$ cat src/rtl/reg_writeback_arbiter_if.sv
// ----------------------------------------------------------------------------
// reg_writeback_arbiter_if
// Bundles the write-back arbiter's source handshakes, the register-bank write
// port and the pending-register mask into one interface.
//   master : producer side (ALU / load unit / bank model) - drives i_* signals
//   slave  : the arbiter itself - drives o_* signals
// Signals
//   i_alu_valid / o_alu_ready / i_alu_rd[4:0] / i_alu_data[31:0]  ALU result
//   i_ld_valid  / o_ld_ready  / i_ld_rd[4:0]  / i_ld_data[31:0]   load return
//   o_con_RegWr / o_addr_Rd[4:0] / o_data_Rd[31:0]               bank write port
//   o_pending_mask[31:0]                                          queued writes
// ----------------------------------------------------------------------------
interface reg_writeback_arbiter_if;
    logic        i_alu_valid;
    logic        o_alu_ready;
    logic [4:0]  i_alu_rd;
    logic [31:0] i_alu_data;
    logic        i_ld_valid;
    logic        o_ld_ready;
    logic [4:0]  i_ld_rd;
    logic [31:0] i_ld_data;
    logic        o_con_RegWr;
    logic [4:0]  o_addr_Rd;
    logic [31:0] o_data_Rd;
    logic [31:0] o_pending_mask;

    modport master (
        output i_alu_valid, i_alu_rd, i_alu_data,
        output i_ld_valid, i_ld_rd, i_ld_data,
        input  o_alu_ready, o_ld_ready,
        input  o_con_RegWr, o_addr_Rd, o_data_Rd, o_pending_mask
    );

    modport slave (
        input  i_alu_valid, i_alu_rd, i_alu_data,
        input  i_ld_valid, i_ld_rd, i_ld_data,
        output o_alu_ready, o_ld_ready,
        output o_con_RegWr, o_addr_Rd, o_data_Rd, o_pending_mask
    );
endinterface

$ cat src/rtl/reg_writeback_arbiter.sv
// ----------------------------------------------------------------------------
// reg_writeback_arbiter
// Write-side front end of the register bank. Two write-back sources (ALU
// results and load returns) share the single bank write port. Load returns are
// buffered in a DEPTH-entry FIFO; the ALU normally wins, but a starvation
// counter forces a load drain after STARVE_MAX consecutive ALU wins, and an ALU
// write to a register that still has a queued load is held back so writes to
// the same register reach the bank in acceptance order.
// Ports
//   i_clk     rising-edge clock
//   i_rst_n   asynchronous active-low reset (flushes the FIFO, clears outputs)
//   wb        reg_writeback_arbiter_if.slave:
//               ALU handshake  i_alu_valid / o_alu_ready / i_alu_rd / i_alu_data
//               load handshake i_ld_valid  / o_ld_ready  / i_ld_rd  / i_ld_data
//               bank port      o_con_RegWr / o_addr_Rd / o_data_Rd (registered)
//               o_pending_mask registers with a write queued or in the output stage
// Parameters
//   DEPTH       load FIFO entries, power of two, >= 2
//   STARVE_MAX  consecutive ALU wins tolerated while loads wait, >= 1
// ----------------------------------------------------------------------------
module reg_writeback_arbiter #(
    parameter int DEPTH      = 4,
    parameter int STARVE_MAX = 3
) (
    input  logic                   i_clk,
    input  logic                   i_rst_n,
    reg_writeback_arbiter_if.slave wb
);

    localparam int PW = (DEPTH > 1) ? $clog2(DEPTH) : 1;
    localparam int CW = PW + 1;
    localparam int SW = (STARVE_MAX > 0) ? $clog2(STARVE_MAX + 1) : 1;

    localparam logic [CW-1:0] FULL_CNT    = CW'(DEPTH);
    localparam logic [CW-1:0] CNT_ZERO    = {CW{1'b0}};
    localparam logic [CW-1:0] CNT_ONE     = CW'(1);
    localparam logic [PW-1:0] PTR_ZERO    = {PW{1'b0}};
    localparam logic [PW-1:0] PTR_ONE     = PW'(1);
    localparam logic [SW-1:0] STARVE_LIM  = SW'(STARVE_MAX);
    localparam logic [SW-1:0] STARVE_ZERO = {SW{1'b0}};
    localparam logic [SW-1:0] STARVE_ONE  = SW'(1);

    // One-hot decode of a 5-bit register index.
    function automatic logic [31:0] rd_onehot(input logic [4:0] rd);
        rd_onehot = 32'h0000_0001 << rd;
    endfunction

    // ------------------------------------------------------------------------
    // State
    // ------------------------------------------------------------------------
    logic [4:0]       fifo_rd_q   [DEPTH];
    logic [4:0]       fifo_rd_d   [DEPTH];
    logic [31:0]      fifo_data_q [DEPTH];
    logic [31:0]      fifo_data_d [DEPTH];
    logic [DEPTH-1:0] fifo_vld_q;
    logic [DEPTH-1:0] fifo_vld_d;
    logic [PW-1:0]    wr_ptr_q;
    logic [PW-1:0]    wr_ptr_d;
    logic [PW-1:0]    rd_ptr_q;
    logic [PW-1:0]    rd_ptr_d;
    logic [CW-1:0]    count_q;
    logic [CW-1:0]    count_d;
    logic [SW-1:0]    starve_q;
    logic [SW-1:0]    starve_d;
    logic             con_q;
    logic             con_d;
    logic [4:0]       addr_q;
    logic [4:0]       addr_d;
    logic [31:0]      data_q;
    logic [31:0]      data_d;

    // ------------------------------------------------------------------------
    // Combinational decisions
    // ------------------------------------------------------------------------
    logic        fifo_ne_s;
    logic        fifo_full_s;
    logic        waw_hit_s;
    logic        waw_s;
    logic        force_s;
    logic        alu_ready_s;
    logic        alu_sel_s;
    logic        pop_s;
    logic        enq_s;
    logic [4:0]  head_rd_s;
    logic [31:0] head_data_s;
    logic [31:0] mask_s;

    // Arbitration: WAW and starvation gate the ALU; the FIFO head takes any slot the ALU leaves.
    always_comb begin
        waw_hit_s = 1'b0;
        for (int i = 0; i < DEPTH; i++) begin
            waw_hit_s = waw_hit_s | (fifo_vld_q[i] & (fifo_rd_q[i] == wb.i_alu_rd));
        end
        fifo_ne_s   = (count_q != CNT_ZERO);
        fifo_full_s = (count_q == FULL_CNT);
        // rd 0 never writes the bank, so it can never create a WAW ordering problem.
        waw_s       = waw_hit_s & fifo_ne_s & (wb.i_alu_rd != 5'd0);
        force_s     = fifo_ne_s & (starve_q == STARVE_LIM);
        // Ready is independent of i_alu_valid so upstream can look at it freely.
        alu_ready_s = ~waw_s & ~force_s;
        alu_sel_s   = wb.i_alu_valid & alu_ready_s;
        pop_s       = ~alu_sel_s & fifo_ne_s;
        // Full blocks enqueue even if a pop happens the same cycle: keeps ready off the pop path.
        enq_s       = wb.i_ld_valid & ~fifo_full_s;
        head_rd_s   = fifo_rd_q[rd_ptr_q];
        head_data_s = fifo_data_q[rd_ptr_q];
    end

    // FIFO next state: pop frees the head slot, enqueue fills the tail slot.
    always_comb begin
        fifo_rd_d   = fifo_rd_q;
        fifo_data_d = fifo_data_q;
        fifo_vld_d  = fifo_vld_q;
        // pop and enq cannot target the same slot: that needs an empty or a full FIFO.
        if (pop_s) begin
            fifo_vld_d[rd_ptr_q] = 1'b0;
            rd_ptr_d             = rd_ptr_q + PTR_ONE;
        end else begin
            rd_ptr_d             = rd_ptr_q;
        end
        if (enq_s) begin
            fifo_rd_d[wr_ptr_q]   = wb.i_ld_rd;
            fifo_data_d[wr_ptr_q] = wb.i_ld_data;
            fifo_vld_d[wr_ptr_q]  = 1'b1;
            wr_ptr_d              = wr_ptr_q + PTR_ONE;
        end else begin
            wr_ptr_d              = wr_ptr_q;
        end
        case ({enq_s, pop_s})
            2'b10:   count_d = count_q + CNT_ONE;
            2'b01:   count_d = count_q - CNT_ONE;
            default: count_d = count_q;
        endcase
    end

    // Starvation counter: counts ALU wins while loads wait, cleared by any pop or an empty FIFO.
    always_comb begin
        if (!fifo_ne_s || pop_s) begin
            starve_d = STARVE_ZERO;
        end else if (alu_sel_s && (starve_q != STARVE_LIM)) begin
            starve_d = starve_q + STARVE_ONE;
        end else begin
            starve_d = starve_q;
        end
    end

    // Output stage: capture the selected write; rd 0 is consumed without a bank write.
    always_comb begin
        if (alu_sel_s) begin
            con_d  = (wb.i_alu_rd != 5'd0);
            addr_d = wb.i_alu_rd;
            data_d = wb.i_alu_data;
        end else if (pop_s) begin
            con_d  = (head_rd_s != 5'd0);
            addr_d = head_rd_s;
            data_d = head_data_s;
        end else begin
            con_d  = 1'b0;
            addr_d = addr_q;
            data_d = data_q;
        end
    end

    // Pending mask: every queued destination plus the write currently presented to the bank.
    always_comb begin
        mask_s = 32'h0000_0000;
        for (int i = 0; i < DEPTH; i++) begin
            mask_s = mask_s | (fifo_vld_q[i] ? rd_onehot(fifo_rd_q[i]) : 32'h0000_0000);
        end
        mask_s    = mask_s | (con_q ? rd_onehot(addr_q) : 32'h0000_0000);
        mask_s[0] = 1'b0;
    end

    // State registers with asynchronous flush; queued loads are discarded on reset.
    always_ff @(posedge i_clk or negedge i_rst_n) begin
        if (!i_rst_n) begin
            for (int i = 0; i < DEPTH; i++) begin
                fifo_rd_q[i]   <= 5'd0;
                fifo_data_q[i] <= 32'h0000_0000;
            end
            fifo_vld_q <= {DEPTH{1'b0}};
            wr_ptr_q   <= PTR_ZERO;
            rd_ptr_q   <= PTR_ZERO;
            count_q    <= CNT_ZERO;
            starve_q   <= STARVE_ZERO;
            con_q      <= 1'b0;
            addr_q     <= 5'd0;
            data_q     <= 32'h0000_0000;
        end else begin
            for (int i = 0; i < DEPTH; i++) begin
                fifo_rd_q[i]   <= fifo_rd_d[i];
                fifo_data_q[i] <= fifo_data_d[i];
            end
            fifo_vld_q <= fifo_vld_d;
            wr_ptr_q   <= wr_ptr_d;
            rd_ptr_q   <= rd_ptr_d;
            count_q    <= count_d;
            starve_q   <= starve_d;
            con_q      <= con_d;
            addr_q     <= addr_d;
            data_q     <= data_d;
        end
    end

    assign wb.o_alu_ready    = alu_ready_s;
    assign wb.o_ld_ready     = ~fifo_full_s;
    assign wb.o_con_RegWr    = con_q;
    assign wb.o_addr_Rd      = addr_q;
    assign wb.o_data_Rd      = data_q;
    assign wb.o_pending_mask = mask_s;

endmodule
$ cat src/flat_wrapper.sv
// flat-port wrapper written by rule: the top's interface ports become plain ports
module reg_writeback_arbiter_flat 
#(
    parameter int DEPTH      = 4,
    parameter int STARVE_MAX = 3
)
  (i_clk, i_rst_n, wb_i_alu_valid, wb_i_alu_rd, wb_i_alu_data, wb_i_ld_valid, wb_i_ld_rd, wb_i_ld_data, wb_o_alu_ready, wb_o_ld_ready, wb_o_con_RegWr, wb_o_addr_Rd, wb_o_data_Rd, wb_o_pending_mask);
  reg_writeback_arbiter_if wb_i ();
  input  logic i_clk;
  input  logic i_rst_n;
  input wire logic [$bits(wb_i.i_alu_valid)-1:0] wb_i_alu_valid;
  input wire logic [$bits(wb_i.i_alu_rd)-1:0] wb_i_alu_rd;
  input wire logic [$bits(wb_i.i_alu_data)-1:0] wb_i_alu_data;
  input wire logic [$bits(wb_i.i_ld_valid)-1:0] wb_i_ld_valid;
  input wire logic [$bits(wb_i.i_ld_rd)-1:0] wb_i_ld_rd;
  input wire logic [$bits(wb_i.i_ld_data)-1:0] wb_i_ld_data;
  output wire logic [$bits(wb_i.o_alu_ready)-1:0] wb_o_alu_ready;
  output wire logic [$bits(wb_i.o_ld_ready)-1:0] wb_o_ld_ready;
  output wire logic [$bits(wb_i.o_con_RegWr)-1:0] wb_o_con_RegWr;
  output wire logic [$bits(wb_i.o_addr_Rd)-1:0] wb_o_addr_Rd;
  output wire logic [$bits(wb_i.o_data_Rd)-1:0] wb_o_data_Rd;
  output wire logic [$bits(wb_i.o_pending_mask)-1:0] wb_o_pending_mask;
  assign wb_i.i_alu_valid = wb_i_alu_valid;
  assign wb_i.i_alu_rd = wb_i_alu_rd;
  assign wb_i.i_alu_data = wb_i_alu_data;
  assign wb_i.i_ld_valid = wb_i_ld_valid;
  assign wb_i.i_ld_rd = wb_i_ld_rd;
  assign wb_i.i_ld_data = wb_i_ld_data;
  assign wb_o_alu_ready = wb_i.o_alu_ready;
  assign wb_o_ld_ready = wb_i.o_ld_ready;
  assign wb_o_con_RegWr = wb_i.o_con_RegWr;
  assign wb_o_addr_Rd = wb_i.o_addr_Rd;
  assign wb_o_data_Rd = wb_i.o_data_Rd;
  assign wb_o_pending_mask = wb_i.o_pending_mask;
  reg_writeback_arbiter #(.DEPTH(DEPTH), .STARVE_MAX(STARVE_MAX)) u_core (.i_clk(i_clk), .i_rst_n(i_rst_n), .wb(wb_i));
endmodule
$ cat config.mk
export PLATFORM = sky130hd
export DESIGN_NAME = reg_writeback_arbiter_flat
export DESIGN_NICKNAME = d
export VERILOG_FILES = /design/src/rtl/reg_writeback_arbiter_if.sv /design/src/rtl/reg_writeback_arbiter.sv /design/src/flat_wrapper.sv
export SDC_FILE = /design/constraint.sdc
export NUM_CORES = 1
export LEC_CHECK = 0
export CAP_MARGIN = 20
export CELL_PAD_IN_SITES_DETAIL_PLACEMENT = 0
export CELL_PAD_IN_SITES_GLOBAL_PLACEMENT = 1
export CORE_AREA = 2 2 130 196
export CTS_BUF_LIST = sky130_fd_sc_hd__clkbuf_8 sky130_fd_sc_hd__clkbuf_16
export DETAILED_ROUTE_END_ITERATION = 12
export DIE_AREA = 0 0 132 198
export GPL_TIMING_DRIVEN = 0
export PLACE_DENSITY_LB_ADDON = 0.15
export REMOVE_ABC_BUFFERS = 1
export SETUP_SLACK_MARGIN = 0.5
export SYNTH_ARGS = -nofsm -noshare
export SYNTH_HDL_FRONTEND = slang
export SYNTH_SLANG_ARGS = --single-unit
$ cat constraint.sdc
create_clock -name i_clk -period 3.38 [get_ports i_clk]
set_clock_uncertainty 0.2 [all_clocks]
set_input_delay 0.676 -clock i_clk [delete_from_list [all_inputs] [get_ports i_clk]]
set_output_delay 0.676 -clock i_clk [all_outputs]
set_load 0.01 [all_outputs]
; ---- Word level (Yosys, flattened, before mapping)
; Index checks and enable logic that the tools add are counted.
[op_classes]
magnitude_cmp = 7
reduce_logical = 12
addsub = 5
mux = 32
n_eq_ne = 9
shift = 5
bitwise = 27
[op_table]
columns = op, count
row1 = two-way mux 32 bit, 10
row2 = "left shift 1 x 5 -> 32 bit, first input constant", 5
row3 = bitwise mux 128 bit, 1
row4 = bitwise OR 32 bit, 4
row5 = binary-select mux 32 bit (select 2 bit), 1
row6 = demux 32 bit (select 2 bit), 1
row7 = two-way mux 5 bit, 5
row8 = bitwise mux 20 bit, 1
row9 = == test 5 bit, 4
row10 = AND 1 bit, 11
row11 = binary-select mux 5 bit (select 2 bit), 1
row12 = demux 5 bit (select 2 bit), 1
row13 = nonzero test 5 bit, 2
row14 = two-way mux 4 bit, 2
row15 = "adder 2 x 1 -> 2 bit, second input constant", 3
row16 = "greater-or-equal comparator 3 bit, second input constant", 2
row17 = "< comparator 2 x 3 -> 1 bit, second input constant", 2
row18 = inverter 2 -> 3 bit, 2
row19 = one-hot mux 3 bit (2 select lines), 1
row20 = nonzero test 2 bit, 3
row21 = AND 4 bit, 1
row22 = demux 1 bit (select 2 bit), 2
row23 = "== test 2 bit, second input constant", 2
row24 = "greater-or-equal comparator 2 x 1 -> 1 bit, second input constant", 2
row25 = other kinds (16), 28
[word_totals]
elab_cells = 113
in_bits = 78
out_inout_bits = 72
ff_bits = 199

; ---- Longest topological paths before layout
[depth]
word_depth = 15
depth_mapped = 15

; ---- Least setup slack after synthesis
; Ideal clock, no wire load.
[synth_path]
kind = input-to-reg
from = input port wb_i_alu_rd[2]
to = register u_core.count_q[2]
cell_stages = 15
slack_ns = 0.072
setup_time_ns = 0.125
required_time_ns = 3.055
path_buffers = 3
arrival_ns = 2.983
cell_sequence = buf_4 -> xor2_1 -> nor4_1 -> and3_1 -> or4_4 -> buf_6 -> a31oi_4 -> buf_2 -> inv_2 -> ha_1 -> inv_1 -> fa_1 -> xor2_1 -> nor2_1 -> xor2_1
[synth_between]
elab_chain_cells = 14
elab_cells_between_ends = 23
classes_between = eq/ne: 6 / mux: 1 / bitwise: 14 / reduce/logical: 2
[synth_rtl]
columns = item, line
row1 = from (decl), flat_wrapper.sv:12  ; input wire logic [$bits(wb_i.i_alu_rd)-1:0] wb_i_alu_rd;
row2 = == test 5 bit, reg_writeback_arbiter.sv:92  ; waw_hit_s = waw_hit_s | (fifo_vld_q[i] & (fifo_rd_q[i] == wb.i_alu_rd));
row3 = AND 1 bit, reg_writeback_arbiter.sv:92
row4 = bitwise OR 1 bit (3 in series), reg_writeback_arbiter.sv:92
row5 = AND 1 bit, reg_writeback_arbiter.sv:97  ; waw_s = waw_hit_s & fifo_ne_s & (wb.i_alu_rd != 5'd0);
row6 = AND 1 bit *, reg_writeback_arbiter.sv:97
row7 = inverter 1 bit *, reg_writeback_arbiter.sv:100  ; alu_ready_s = ~waw_s & ~force_s;
row8 = AND 1 bit *, reg_writeback_arbiter.sv:100
row9 = AND 1 bit *, reg_writeback_arbiter.sv:101  ; alu_sel_s = wb.i_alu_valid & alu_ready_s;
row10 = inverter 1 bit *, reg_writeback_arbiter.sv:102  ; pop_s = ~alu_sel_s & fifo_ne_s;
row11 = AND 1 bit *, reg_writeback_arbiter.sv:102
row12 = via u_core.pop_s, reg_writeback_arbiter.sv:82  ; logic pop_s;
row13 = == test 2 x 1 -> 1 bit or == test 2 bit (tied branches), reg_writeback_arbiter.sv:129  ; case ({enq_s, pop_s})
row14 = one-hot mux 3 bit (2 select lines) or nonzero test 2 bit (tied branches), n/a
row15 = to (signal assigned), reg_writeback_arbiter.sv:197  ; count_q <= count_d;
row16 = to (decl), reg_writeback_arbiter.sv:61  ; logic [CW-1:0] count_q;
; Mark *: on every way through the listed nets, which the timed path passes. The rest lies on a longest branch.
; A chain may end at the register's enable or synchronous reset.

; ---- Worst setup path in the final report
[layout_path]
from = input port wb_i_alu_rd[4]
to = output port wb_o_alu_ready
[layout_between]
elab_chain_cells = 9
elab_cells_between_ends = 16
classes_between = eq/ne: 4 / bitwise: 11 / reduce/logical: 1
[layout_rtl]
columns = item, line
row1 = == test 5 bit, reg_writeback_arbiter.sv:92
row2 = AND 1 bit, reg_writeback_arbiter.sv:92
row3 = bitwise OR 1 bit (3 in series), reg_writeback_arbiter.sv:92
row4 = AND 1 bit, reg_writeback_arbiter.sv:97
row5 = AND 1 bit *, reg_writeback_arbiter.sv:97
row6 = inverter 1 bit *, reg_writeback_arbiter.sv:100
row7 = AND 1 bit *, reg_writeback_arbiter.sv:100
row8 = to (decl), flat_wrapper.sv:17  ; output wire logic [$bits(wb_i.o_alu_ready)-1:0] wb_o_alu_ready;
; Every way passes the cells marked *; elsewhere a longest branch is shown, timed or not.

==> results.py <==
metrics = {
    "yosys": {
        "yosys_warnings": 0,
        "yosys_register_bits": 199,
        "synth.top_cells.by_area": "sky130_fd_sc_hd__dfrtp_1 (46%), sky130_fd_sc_hd__mux2_1 (15%), sky130_fd_sc_hd__mux4_2 (7.7%), sky130_fd_sc_hd__o221a_1 (3.8%), sky130_fd_sc_hd__nand2_1 (2.3%)",
        "synth_enable_flop_cells": 0,
        "synth_top_area_share_pct": 45.8,
        "postSynth.asyncResetShare_pct": 100,
        "syn_area_per_cell_um2": 11.9,
        "postSynth.topFlopCell": "sky130_fd_sc_hd__dfrtp_1",
        "synth.largest_area_cell": "sky130_fd_sc_hd__dfrtp_1",
        "synthCells": 915,
        "netlist_area_um2": 10900,
        "synth_seq_area_share_pct": 45.8,
        "number_of_different_library_cells_in_the_post_synthesis_netlist": 49,
    },
    "setup_path": {
        "timing.critical_path.slowest_stage_cell": "sky130_fd_sc_hd__or4_4",
        "critical_path.startpoint_type": "primary input",
        "worst-setup-path-type": "primary input to output port",
        "timing.critical_path.required_ps": 2500,
        "worst_setup_path_end_kind": "output port",
        "critPathArrivalTime_ps": 2290,
        "critPathMostFrequentCell": "sky130_fd_sc_hd__buf_2",
        "crit_chain": "buf_2 > xor2_1 > nor4_1 > and3_1 > or4_4 > a21o_1 > nand2_1 > buf_2",
        "crit_fanout": 7,
        "critical-path-max-stage-delay_ps": 560,
    },
    "cts": {
        "clock_tree.buffer_depth": 2,
        "cts_buffers": 17,
        "cts_tree": "done",
        "postCtsHoldBufs": 0,
        "worstSkewPairLatency_ps": 440,
        "numClockSinks": 199,
        "htreeDepth": 4,
        "cts.clk_slew.worst_paths_ps": 70,
        "clk_root_buffer_cell": "sky130_fd_sc_hd__clkbuf_16",
    },
    "layout": {
        "mostFrequentLayoutCells": "sky130_fd_sc_hd__dfrtp_1 (167), sky130_fd_sc_hd__mux2_1 (149), sky130_fd_sc_hd__clkdlybuf4s50_1 (115), sky130_fd_sc_hd__nand2_1 (62), sky130_fd_sc_hd__buf_4 (49)",
        "fill_cells": 2093,
        "layout-drive-gt1-share_pct": 25.2,
        "register_area_um2": 5020,
        "nets": 1184,
        "multi_input_comb_area_um2": 5860,
        "utilization_pct": 58.5,
        "layout.cells.most_common": "sky130_fd_sc_hd__dfrtp_1",
        "stdcell_area_um2": 14400,
        "syn2layout_area_growth_pct": 32.5,
        "final_cell_count_no_fill": 1437,
    },
    "route": {
        "route.detailed.vias_per_inst": 5.91,
        "finalWirelength_um": 33700,
        "drt_pass1_iterations": 5,
        "routed-via-count": 8499,
        "postRouteAntennaNets": 0,
        "first_iter_violations": 414,
        "wl_per_cell_um": 23.5,
        "post-route-drc-count": 0,
    },
    "power": {
        "power_report.internal_total_mw": 8.84,
        "power.switching_mw": 5.48,
        "static-leakage-power_nw": 5.92,
        "report.power.total_mw": 14.3,
        "pwr-share-comb_pct": 51.0,
        "clkPwrFrac_pct": 14.8,
        "ir_worst_vdd_v": 0.000434,
        "p_seq_share_pct": 34.2,
        "power.switching_fraction_pct": 38.3,
        "power.density_cell_area_nw_per_um2": 994,
    },
    "floorplan": {
        "boundaryPins": 150,
        "initial_core_util_pct": 44.2,
        "fp.dieArea_um2": 26100,
        "fp.coreArea_um2": 24600,
        "rows": 71,
        "floorplan.die.height_um": 198,
        "fp.dieW_um": 132,
    },
    "placement": {
        "gp_routability_congestion": 0.926,
        "port-buffer-count": 148,
        "dp.cells": 1326,
        "place_ws_ps": -811,
        "postPlaceCellArea_um2": 12600,
        "dpl.hpwl_um": 20900,
    },
    "sta": {
        "timing.final.setup_violations": 0,
        "hold-worst-slack_ps": 13.1,
        "relSlewSlack_pct": 50.6,
        "worstMarginPinSlew_ps": 741,
        "rsz0062_at_grt": "yes",
        "min_period_over_period_pct": 93.8,
        "fin_crit_ps": 3170,
        "finalHoldViolCount": 0,
        "fin_setup_tns_ps": 0,
        "fmax_mhz": 316,
        "fin_ws_ps": 211,
        "final-max-slew-violation-count": 0,
    },
    "grt": {
        "via_count_of_the_first_global_routing_pass": 8577,
        "global_route_overflow": 0,
        "antenna_found_initial": 1,
        "grt_start_max_net_pins": 117,
        "wire_length_of_the_first_global_routing_pass_um": 50300,
        "groute.usage.overall_pct": 25.4,
    },
    "run_status": {
        "status": "finished clean",
    },
    "hold_path": {
        "path_type_of_the_worst_min_delay_path": "primary input to async pin",
    },
    "run": {
        "max-cap-violations": 0,
    },
}
==> worst max-delay path, delay by kind of cell <==
kind	cells	cell delay, ps
simple gates	4	860
xor+xnor	1	190
buf+inv	2	360
compound gates	1	200
==> repair_timing <==
| action | 4_1_cts | 5_1_grt |
|---|---|---|
| buffers inserted | 33 | 40 |
| pin swaps | 5 | 29 |
| cloned | 2 | 3 |
| endpoints found under the setup margin | 74 | 73 |
| resized for setup | 128 | 96 |
==> sequential cells by signal (all words and copies together), names as in the netlist <==
| register | flops |
|---|---|
| u_core.rd_ptr_q | 2 |
| u_core.fifo_rd_q | 20 |
| u_core.count_q | 3 |
| u_core.fifo_data_q | 128 |
| u_core.fifo_vld_q | 4 |
| u_core.wr_ptr_q | 2 |
| u_core.wb.o_data_Rd | 32 |
| u_core.wb.o_con_RegWr | 1 |
| u_core.starve_q | 2 |
| u_core.wb.o_addr_Rd | 5 |
==> per-layer routing <==
layer	wire length [um]	vias up	global-route usage, %	part of all wire (%)
li1	-	3790	-	-
met1	12900	4324	28.8	38
met2	17700	285	45.7	53
met3	1270	100	4.28	3.8
met4	1810	0	13.3	5.4
met5	0	-	0	0
==> cell usage after synthesis (6+ instances only) <==
cell	instances
sky130_fd_sc_hd__a22oi_1	30
sky130_fd_sc_hd__o221a_1	37
sky130_fd_sc_hd__nand2b_1	32
sky130_fd_sc_hd__nand3_1	31
sky130_fd_sc_hd__mux2_1	149
sky130_fd_sc_hd__inv_1	7
sky130_fd_sc_hd__xnor2_1	7
sky130_fd_sc_hd__buf_2	8
sky130_fd_sc_hd__nor3_1	7
sky130_fd_sc_hd__ha_1	10
sky130_fd_sc_hd__clkbuf_1	48
sky130_fd_sc_hd__o21ai_0	31
sky130_fd_sc_hd__mux2i_1	6
sky130_fd_sc_hd__o221ai_1	16
sky130_fd_sc_hd__xor2_1	18
sky130_fd_sc_hd__nor3b_1	20
sky130_fd_sc_hd__buf_6	7
sky130_fd_sc_hd__nor2_1	41
sky130_fd_sc_hd__and3_1	10
sky130_fd_sc_hd__o22ai_1	16
sky130_fd_sc_hd__nand3b_1	19
sky130_fd_sc_hd__buf_4	7
sky130_fd_sc_hd__mux4_2	37
sky130_fd_sc_hd__dfrtp_1	199
sky130_fd_sc_hd__nand2_1	66
==> cell type report <==
cell class	count	area share [%]
diodes	1	0.0174
well taps	328	2.85
inverters	10	0.261
repair buffers	236	17.0
multi-input cells	631	40.7
clock inverters	14	1.20
clock buffers	18	3.05
flip-flops and latches	199	34.9
==> power groups by stage <==
stage / logic [mW] / clock network (mW) / registers [mW]
final: 7.30 / 2.12 / 4.89
after detailed placement: 5.79 / 0 / 5.00
after CTS: 6.51 / 2.16 / 4.88
after floorplan: 3.54 / 0 / 4.61
after global placement: 5.56 / 0 / 5.03
after global routing: 7.79 / 2.27 / 5.03
==> worst paths after layout <==
path	from	to	slack (ps)	cells after the start
setup / recovery	wb_i_alu_rd[4]	wb_o_alu_ready	210	8
max in group asynchronous	i_rst_n	u_core.wb.o_addr_Rd[2]	1890	2
setup reg to reg	u_core.fifo_rd_q[16]	u_core.count_q[2]	220	15
hold reg to reg	u_core.starve_q[0]	u_core.starve_q[0]	250	1
min in group i_clk	u_core.starve_q[0]	u_core.starve_q[0]	250	1
hold / removal	i_rst_n	u_core.fifo_data_q[28]	10	1
==> kinds of logic after synthesis <==
group | after synthesis | share of synthesized area, %
simple gates | 259 | 12.7
flops | 199 | 45.8
mux | 192 | 23.7
compound gates | 143 | 10.7
buf+inv | 85 | 3.75
xor+xnor | 25 | 2.01
fa+ha+maj | 11 | 1.34
other cells | 1 | 0.0345
Note: power is estimated with default switching activity, not from simulation.
